<file path="config.mk">
export PLATFORM = sky130hd
export DESIGN_NAME = imm_gen_stage
export DESIGN_NICKNAME = d
export VERILOG_FILES = /design/src/rtl/imm_gen_pkg.sv /design/src/rtl/imm_decode.sv /design/src/rtl/imm_gen_stage.sv
export SDC_FILE = /design/constraint.sdc
export NUM_CORES = 1
export LEC_CHECK = 0
export ABC_AREA = 1
export BUFFER_PORTS_ARGS = -buffer_cell sky130_fd_sc_hd__buf_2
export CAP_MARGIN = 10
export CORE_UTILIZATION = 33
export CTS_CLUSTER_DIAMETER = 40
export CTS_CLUSTER_SIZE = 28
export DETAILED_ROUTE_END_ITERATION = 6
export PLACE_DENSITY = 0.49
export SLEW_MARGIN = 5
export SYNTH_ARGS = -nofsm -noshare
export SYNTH_HDL_FRONTEND = slang
export SYNTH_SLANG_ARGS = --single-unit
</file>
<file path="constraint.sdc">
create_clock -name clk -period 8.8 [get_ports clk]
set_input_delay 2.2 -clock clk [delete_from_list [all_inputs] [get_ports clk]]
set_output_delay 2.2 -clock clk [all_outputs]
set_load 0.1 [all_outputs]
</file>
<file path="src/rtl/imm_gen_pkg.sv">
// imm_gen_pkg: format codes, opcode constants and a sign-extend helper
// shared by imm_decode and imm_gen_stage.
package imm_gen_pkg;

    typedef enum logic [2:0] {
        FMT_R     = 3'd0,
        FMT_I     = 3'd1,
        FMT_S     = 3'd2,
        FMT_B     = 3'd3,
        FMT_U     = 3'd4,
        FMT_J     = 3'd5,
        FMT_SHAMT = 3'd6,
        FMT_ILL   = 3'd7
    } fmt_e;

    localparam logic [6:0] OPC_OP     = 7'b0110011;
    localparam logic [6:0] OPC_OP_IMM = 7'b0010011;
    localparam logic [6:0] OPC_LOAD   = 7'b0000011;
    localparam logic [6:0] OPC_JALR   = 7'b1100111;
    localparam logic [6:0] OPC_SYSTEM = 7'b1110011;
    localparam logic [6:0] OPC_STORE  = 7'b0100011;
    localparam logic [6:0] OPC_BRANCH = 7'b1100011;
    localparam logic [6:0] OPC_LUI    = 7'b0110111;
    localparam logic [6:0] OPC_AUIPC  = 7'b0010111;
    localparam logic [6:0] OPC_JAL    = 7'b1101111;

    // Sign-extend the low w bits of v to 64 bits: park bit w-1 at
    // bit 63, then arithmetic-shift back down.
    function automatic logic [63:0] sext(input logic [31:0] v,
                                         input int unsigned w);
        logic signed [63:0] t;
        t = {v, 32'b0};
        t = t <<< (32 - w);
        return t >>> (64 - w);
    endfunction

endpackage

</file>
<file path="src/rtl/imm_decode.sv">
// imm_decode: combinational format + immediate decode of one instruction.
// Ports: instr_i (raw word), fmt_o, imm_o (XLEN), tgt_en_o (B/J/AUIPC).
// Macro IMM_GEN_RVC_EN enables decoding of a subset of 16-bit RVC words.
module imm_decode
    import imm_gen_pkg::*;
#(
    parameter int XLEN = 32
) (
    input  logic [31:0]     instr_i,
    output fmt_e            fmt_o,
    output logic [XLEN-1:0] imm_o,
    output logic            tgt_en_o
);

    logic [6:0] opc;
    logic [2:0] f3;

    assign opc = instr_i[6:0];
    assign f3  = instr_i[14:12];

    always_comb begin
        fmt_o    = FMT_ILL;
        imm_o    = '0;
        tgt_en_o = 1'b0;
        if (instr_i[1:0] == 2'b11) begin
            unique case (opc)
                OPC_OP: fmt_o = FMT_R;
                OPC_OP_IMM: begin
                    if (f3 == 3'b001 || f3 == 3'b101) begin
                        fmt_o = FMT_SHAMT;
                        imm_o = (XLEN == 64) ? XLEN'(instr_i[25:20])
                                             : XLEN'(instr_i[24:20]);
                    end else begin
                        fmt_o = FMT_I;
                        imm_o = XLEN'(sext({20'b0, instr_i[31:20]}, 12));
                    end
                end
                OPC_LOAD, OPC_JALR, OPC_SYSTEM: begin
                    fmt_o = FMT_I;
                    imm_o = XLEN'(sext({20'b0, instr_i[31:20]}, 12));
                end
                OPC_STORE: begin
                    fmt_o = FMT_S;
                    imm_o = XLEN'(sext({20'b0, instr_i[31:25],
                                        instr_i[11:7]}, 12));
                end
                OPC_BRANCH: begin
                    fmt_o    = FMT_B;
                    tgt_en_o = 1'b1;
                    imm_o    = XLEN'(sext({19'b0, instr_i[31], instr_i[7],
                                           instr_i[30:25], instr_i[11:8],
                                           1'b0}, 13));
                end
                OPC_LUI, OPC_AUIPC: begin
                    fmt_o    = FMT_U;
                    tgt_en_o = (opc == OPC_AUIPC);
                    imm_o    = XLEN'(sext({instr_i[31:12], 12'b0}, 32));
                end
                OPC_JAL: begin
                    fmt_o    = FMT_J;
                    tgt_en_o = 1'b1;
                    imm_o    = XLEN'(sext({11'b0, instr_i[31],
                                           instr_i[19:12], instr_i[20],
                                           instr_i[30:21], 1'b0}, 21));
                end
                default: ;
            endcase
        end else begin
`ifdef IMM_GEN_RVC_EN
            // Quadrant 1 only; C.ADDI16SP (C.LUI encoding, rd=x2) stays ILL.
            unique case ({instr_i[1:0], instr_i[15:13]})
                5'b01_000, 5'b01_010: begin
                    fmt_o = FMT_I;
                    imm_o = XLEN'(sext({26'b0, instr_i[12],
                                        instr_i[6:2]}, 6));
                end
                5'b01_011: begin
                    if (instr_i[11:7] != 5'd2) begin
                        fmt_o = FMT_U;
                        imm_o = XLEN'(sext({14'b0, instr_i[12],
                                            instr_i[6:2], 12'b0}, 18));
                    end
                end
                5'b01_101: begin
                    fmt_o    = FMT_J;
                    tgt_en_o = 1'b1;
                    imm_o    = XLEN'(sext({20'b0, instr_i[12], instr_i[8],
                                           instr_i[10:9], instr_i[6],
                                           instr_i[7], instr_i[2],
                                           instr_i[11], instr_i[5:3],
                                           1'b0}, 12));
                end
                5'b01_110, 5'b01_111: begin
                    fmt_o    = FMT_B;
                    tgt_en_o = 1'b1;
                    imm_o    = XLEN'(sext({23'b0, instr_i[12],
                                           instr_i[6:5], instr_i[2],
                                           instr_i[11:10], instr_i[4:3],
                                           1'b0}, 9));
                end
                default: ;
            endcase
`endif
        end
    end

endmodule

</file>
<file path="src/rtl/imm_gen_stage.sv">
// imm_gen_stage: immediate generator with a DEPTH-entry output FIFO.
// Ports: clk, rst (sync, active-high); in_valid/in_ready/in_instr/in_pc
// producer side; out_valid/out_ready/out_imm/out_fmt/out_pc/out_target/
// out_count consumer side. Macro IMM_GEN_RVC_EN enables RVC decode.
module imm_gen_stage
    import imm_gen_pkg::*;
#(
    parameter int XLEN  = 32,
    parameter int DEPTH = 2
) (
    input  logic                       clk,
    input  logic                       rst,
    input  logic                       in_valid,
    output logic                       in_ready,
    input  logic [31:0]                in_instr,
    input  logic [XLEN-1:0]            in_pc,
    output logic                       out_valid,
    input  logic                       out_ready,
    output logic [XLEN-1:0]            out_imm,
    output logic [2:0]                 out_fmt,
    output logic [XLEN-1:0]            out_pc,
    output logic [XLEN-1:0]            out_target,
    output logic [$clog2(DEPTH+1)-1:0] out_count
);

    localparam int CW = $clog2(DEPTH + 1);
    localparam int PW = $clog2(DEPTH);
    localparam logic [CW-1:0] FULL = CW'(DEPTH);

    fmt_e            dec_fmt;
    logic [XLEN-1:0] dec_imm;
    logic            dec_tgt_en;
    logic [XLEN-1:0] tgt;

    logic [XLEN-1:0] imm_q [DEPTH];
    logic [2:0]      fmt_q [DEPTH];
    logic [XLEN-1:0] pc_q  [DEPTH];
    logic [XLEN-1:0] tgt_q [DEPTH];

    logic [CW-1:0] count_q, count_d;
    logic [PW-1:0] wr_ptr_q, wr_ptr_d;
    logic [PW-1:0] rd_ptr_q, rd_ptr_d;
    logic          push, pop;

    imm_decode #(.XLEN(XLEN)) u_dec (
        .instr_i  (in_instr),
        .fmt_o    (dec_fmt),
        .imm_o    (dec_imm),
        .tgt_en_o (dec_tgt_en)
    );

    assign tgt = dec_tgt_en ? in_pc + dec_imm : '0;

    // in_ready depends only on count_q, never on out_ready.
    assign in_ready  = (count_q < FULL);
    assign out_valid = (count_q != '0);
    assign out_count = count_q;

    assign push = in_valid && in_ready && !rst;
    assign pop  = out_valid && out_ready && !rst;

    always_comb begin
        count_d  = count_q;
        wr_ptr_d = push ? wr_ptr_q + PW'(1) : wr_ptr_q;
        rd_ptr_d = pop  ? rd_ptr_q + PW'(1) : rd_ptr_q;
        unique case ({push, pop})
            2'b10:   count_d = count_q + CW'(1);
            2'b01:   count_d = count_q - CW'(1);
            default: ;
        endcase
    end

    always_ff @(posedge clk) begin
        if (rst) begin
            count_q  <= '0;
            wr_ptr_q <= '0;
            rd_ptr_q <= '0;
        end else begin
            count_q  <= count_d;
            wr_ptr_q <= wr_ptr_d;
            rd_ptr_q <= rd_ptr_d;
        end
    end

    // Entry storage carries no reset; validity comes from count_q.
    always_ff @(posedge clk) begin
        if (push) begin
            imm_q[wr_ptr_q] <= dec_imm;
            fmt_q[wr_ptr_q] <= dec_fmt;
            pc_q[wr_ptr_q]  <= in_pc;
            tgt_q[wr_ptr_q] <= tgt;
        end
    end

    assign out_imm    = out_valid ? imm_q[rd_ptr_q] : '0;
    assign out_fmt    = out_valid ? fmt_q[rd_ptr_q] : '0;
    assign out_pc     = out_valid ? pc_q[rd_ptr_q]  : '0;
    assign out_target = out_valid ? tgt_q[rd_ptr_q] : '0;

endmodule

</file>
==> results.json <==
{
  "placeableCoreArea_um2": 30590,
  "grt_pass1_vias": 7713,
  "crit_arrival_ns": 3.24,
  "dp.final_hpwl_um": 21600,
  "cp-start-kind": "register",
  "port_buffers": 170,
  "routed_wl_um": 30530,
  "drive_above_1_share_pct": 19.07,
  "synth.yosys.warnings": 0,
  "final_common_cell": "nand2_1",
  "root_buffer": "clkbuf_16",
  "netlist_area_um2": 10260,
  "hold_class": "register to register",
  "vias_per_cell": 4.800,
  "netlist-cell-type-count": 41,
  "cts_hold_buf": 0,
  "gr-usage-all-layers_pct": 19.29,
  "swShare_pct": 34.56,
  "hold_violations": 0,
  "finalSetupViolCount": 0,
  "ys_seq_elements": 203,
  "critPathMaxFanout": 61,
  "clockBufferDepth": 3,
  "start_util_pct": 33.55,
  "ys_async_sr_fraction_pct": 0,
  "rsz0062_at_grt": "no",
  "endpoint_kind": "output port",
  "combinationalPowerShare_pct": 22.1,
  "synth_edf_count": 198,
  "routed-via-count": 8170,
  "numCtsBuffers": 34,
  "p_switching_mw": 1.050,
  "dr.pass1.iters": 5,
  "clock_latency_ns": 0.51,
  "peakVddDrop_mv": 0.1856,
  "yosys.area.top_type_share_pct": 57.94,
  "grt.overflow.total": 0,
  "wire_per_inst_um": 17.94,
  "ios": 171,
  "power.density_nw_per_um2": 241.1,
  "pre_cts_ws_ns": 2.931,
  "postCtsResizedCells": 0,
  "synth_nets": 1207,
  "tightest_slew_ns": 0.9153,
  "synth_top_cell_by_area": "edfxtp_1",
  "die_w_um": 178.3,
  "fmax_mhz": 183.7,
  "die_area_um2": 31810,
  "yosys-top-cells-area": "edfxtp_1 58%, nand2_1 14%, a21oi_1 6.9%",
  "worst_slack_ns": 3.358,
  "slew_violations": 0,
  "final.fill_count": 3074,
  "cts.sinks": 203,
  "drc": 0,
  "die_h_um": 178.3,
  "p_leak_nw": 5.537,
  "skew_ns": 0.01436,
  "multi_input_area_um2": 3714,
  "status": "finished, final reports clean",
  "htree_levels": 2,
  "p_clk_share_pct": 41.3,
  "min_period_ns": 5.442,
  "yosysSeqAreaShare_pct": 58.91,
  "final_cell_mix": "384 x nand2_1, 198 x edfxtp_1, 170 x buf_2, 141 x a21oi_1, 87 x inv_1",
  "synth_area_per_cell_um2": 9.279,
  "cts.clk_slew.worst_paths_ns": 0.05,
  "antenna_found_initial": 0,
  "grt_max_degree": 69,
  "synth_ff_type": "edfxtp_1",
  "grt_pass1_wl_um": 46130,
  "tritoncts": "built",
  "syn_to_final_growth_pct": 22.74,
  "gp_congestion": 0.8185,
  "antenna_left": 0,
  "worst-setup-path-type": "register to output port",
  "synth_cells": 1106,
  "required_ns": 6.60,
  "p_int_mw": 1.987,
  "fin_setup_tns_ns": 0,
  "seqCellArea_um2": 6050,
  "insertedDiodeCount": 0,
  "postCtsSetupBuffers": 0,
  "period_share_pct": 61.85,
  "slew_headroom_pct": 38.83,
  "drt_iter0_markers": 492,
  "drv_cap": 0,
  "seqPwrFrac_pct": 36.6,
  "nNetsFinal": 1383,
  "num_rows": 64
}
==> registers in the layout, summed over array words and instances, names as in the netlist, named ones only <==
signal	cells
imm_q	64
out_count	2
fmt_q	6
wr_ptr_q	1
rd_ptr_q	1
tgt_q	64
pc_q	64
==> worst max-delay path, cell delays in order (launching register included) <==
cell      delay, ns
dfxtp_4        0.47
clkinv_2       0.52
buf_4          0.66
nand2_1        0.11
a21oi_1        0.35
buf_2          0.50
==> worst paths after layout <==
| kind | from | endpoint | slack, ns | depth (start not counted) |
|---|---|---|---|---|
| worst max-delay path | register | out_target[10] | 3.36 | 5 |
| worst min-delay path | rd_ptr_q$_SDFFE_PP0P_ | rd_ptr_q$_SDFFE_PP0P_ | 0.51 | 2 |
| worst max register to register | out_count[1]$_SDFFE_PP0P_ | out_count[0]$_SDFFE_PP0P_ | 5.74 | 8 |
| worst min register to register | rd_ptr_q$_SDFFE_PP0P_ | rd_ptr_q$_SDFFE_PP0P_ | 0.51 | 2 |
==> kinds of logic (layout without fill, tap and decap cells) <==
family                   Yosys count  count (layout)  synth area share (%)
flip-flops                       203             203                 58.91
AND/OR/NAND/NOR                  538             538                 21.13
adder cells (fa/ha/maj)           33              33                 4.097
XOR/XNOR                           8               8                0.6828
buffers and inverters            129             329                 5.121
AO/OA/AOI/OAI                    194             194                 9.961
multiplexers                       1               1               0.09754
==> layer usage <==
| layer | part of all wire, % | up-vias | global-route usage (%) |
|---|---|---|---|
| li1 | - | 4087 | - |
| met1 | 47 | 3802 | 26.79 |
| met2 | 46 | 237 | 31.20 |
| met3 | 4.9 | 44 | 2.749 |
| met4 | 2.0 | 0 | 5.508 |
| met5 | 0 | - | 0 |
==> cell type report <==
cell class                 instances  share of cell area [%]
clock inverter                    21                   1.520
clock buffer                      39                   7.073
sequential                       203                   48.03
multi-input combinational        774                   29.48
timing repair buffer             177                   7.172
inverter                          92                   2.791
tap                              396                   3.934
==> Yosys cell counts (2+ instances only) <==
| cell type | n |
|---|---|
| dfxtp_1 | 5 |
| clkbuf_1 | 24 |
| edfxtp_1 | 198 |
| o21ai_0 | 33 |
| o21bai_1 | 7 |
| o211ai_1 | 3 |
| a21boi_0 | 2 |
| or2_2 | 2 |
| nand2_1 | 384 |
| nor3_2 | 2 |
| buf_2 | 8 |
| a21o_1 | 2 |
| a31oi_1 | 2 |
| inv_1 | 87 |
| buf_6 | 2 |
| nand2_2 | 2 |
| and2_1 | 4 |
| nor2_4 | 2 |
| ha_1 | 32 |
| nand4_1 | 6 |
| a21oi_1 | 141 |
| nand3_1 | 40 |
| inv_2 | 4 |
| buf_1 | 2 |
| xnor2_1 | 7 |
| nor3_1 | 9 |
| nor2_1 | 82 |
==> metrics by stage <==
stage	hold WS [ns]	utilization (%)	power (mW)	std cells	cell area, um^2
finish	0.5069	41.18	3.037	1702	12600
floorplan	0.4725	-	1.663	1106	10260
global route	0.5329	41.18	3.141	1702	12600
global placement	0.4892	37.64	1.811	1642	11510
CTS	0.5138	41.18	3.068	1702	12600
detailed placement	0.5003	37.64	1.810	1642	11510
==> power by group through the flow <==
| stage | logic [mW] | clock network, mW | registers (mW) |
|---|---|---|---|
| 2_1_floorplan | 0.529 | 0 | 1.13 |
| 3_3_place_gp | 0.680 | 0 | 1.13 |
| 3_5_place_dp | 0.679 | 0 | 1.13 |
| 4_1_cts | 0.681 | 1.27 | 1.11 |
| 5_1_grt | 0.710 | 1.32 | 1.11 |
| 6_report | 0.672 | 1.25 | 1.11 |
(Power assumes the default switching activity.)
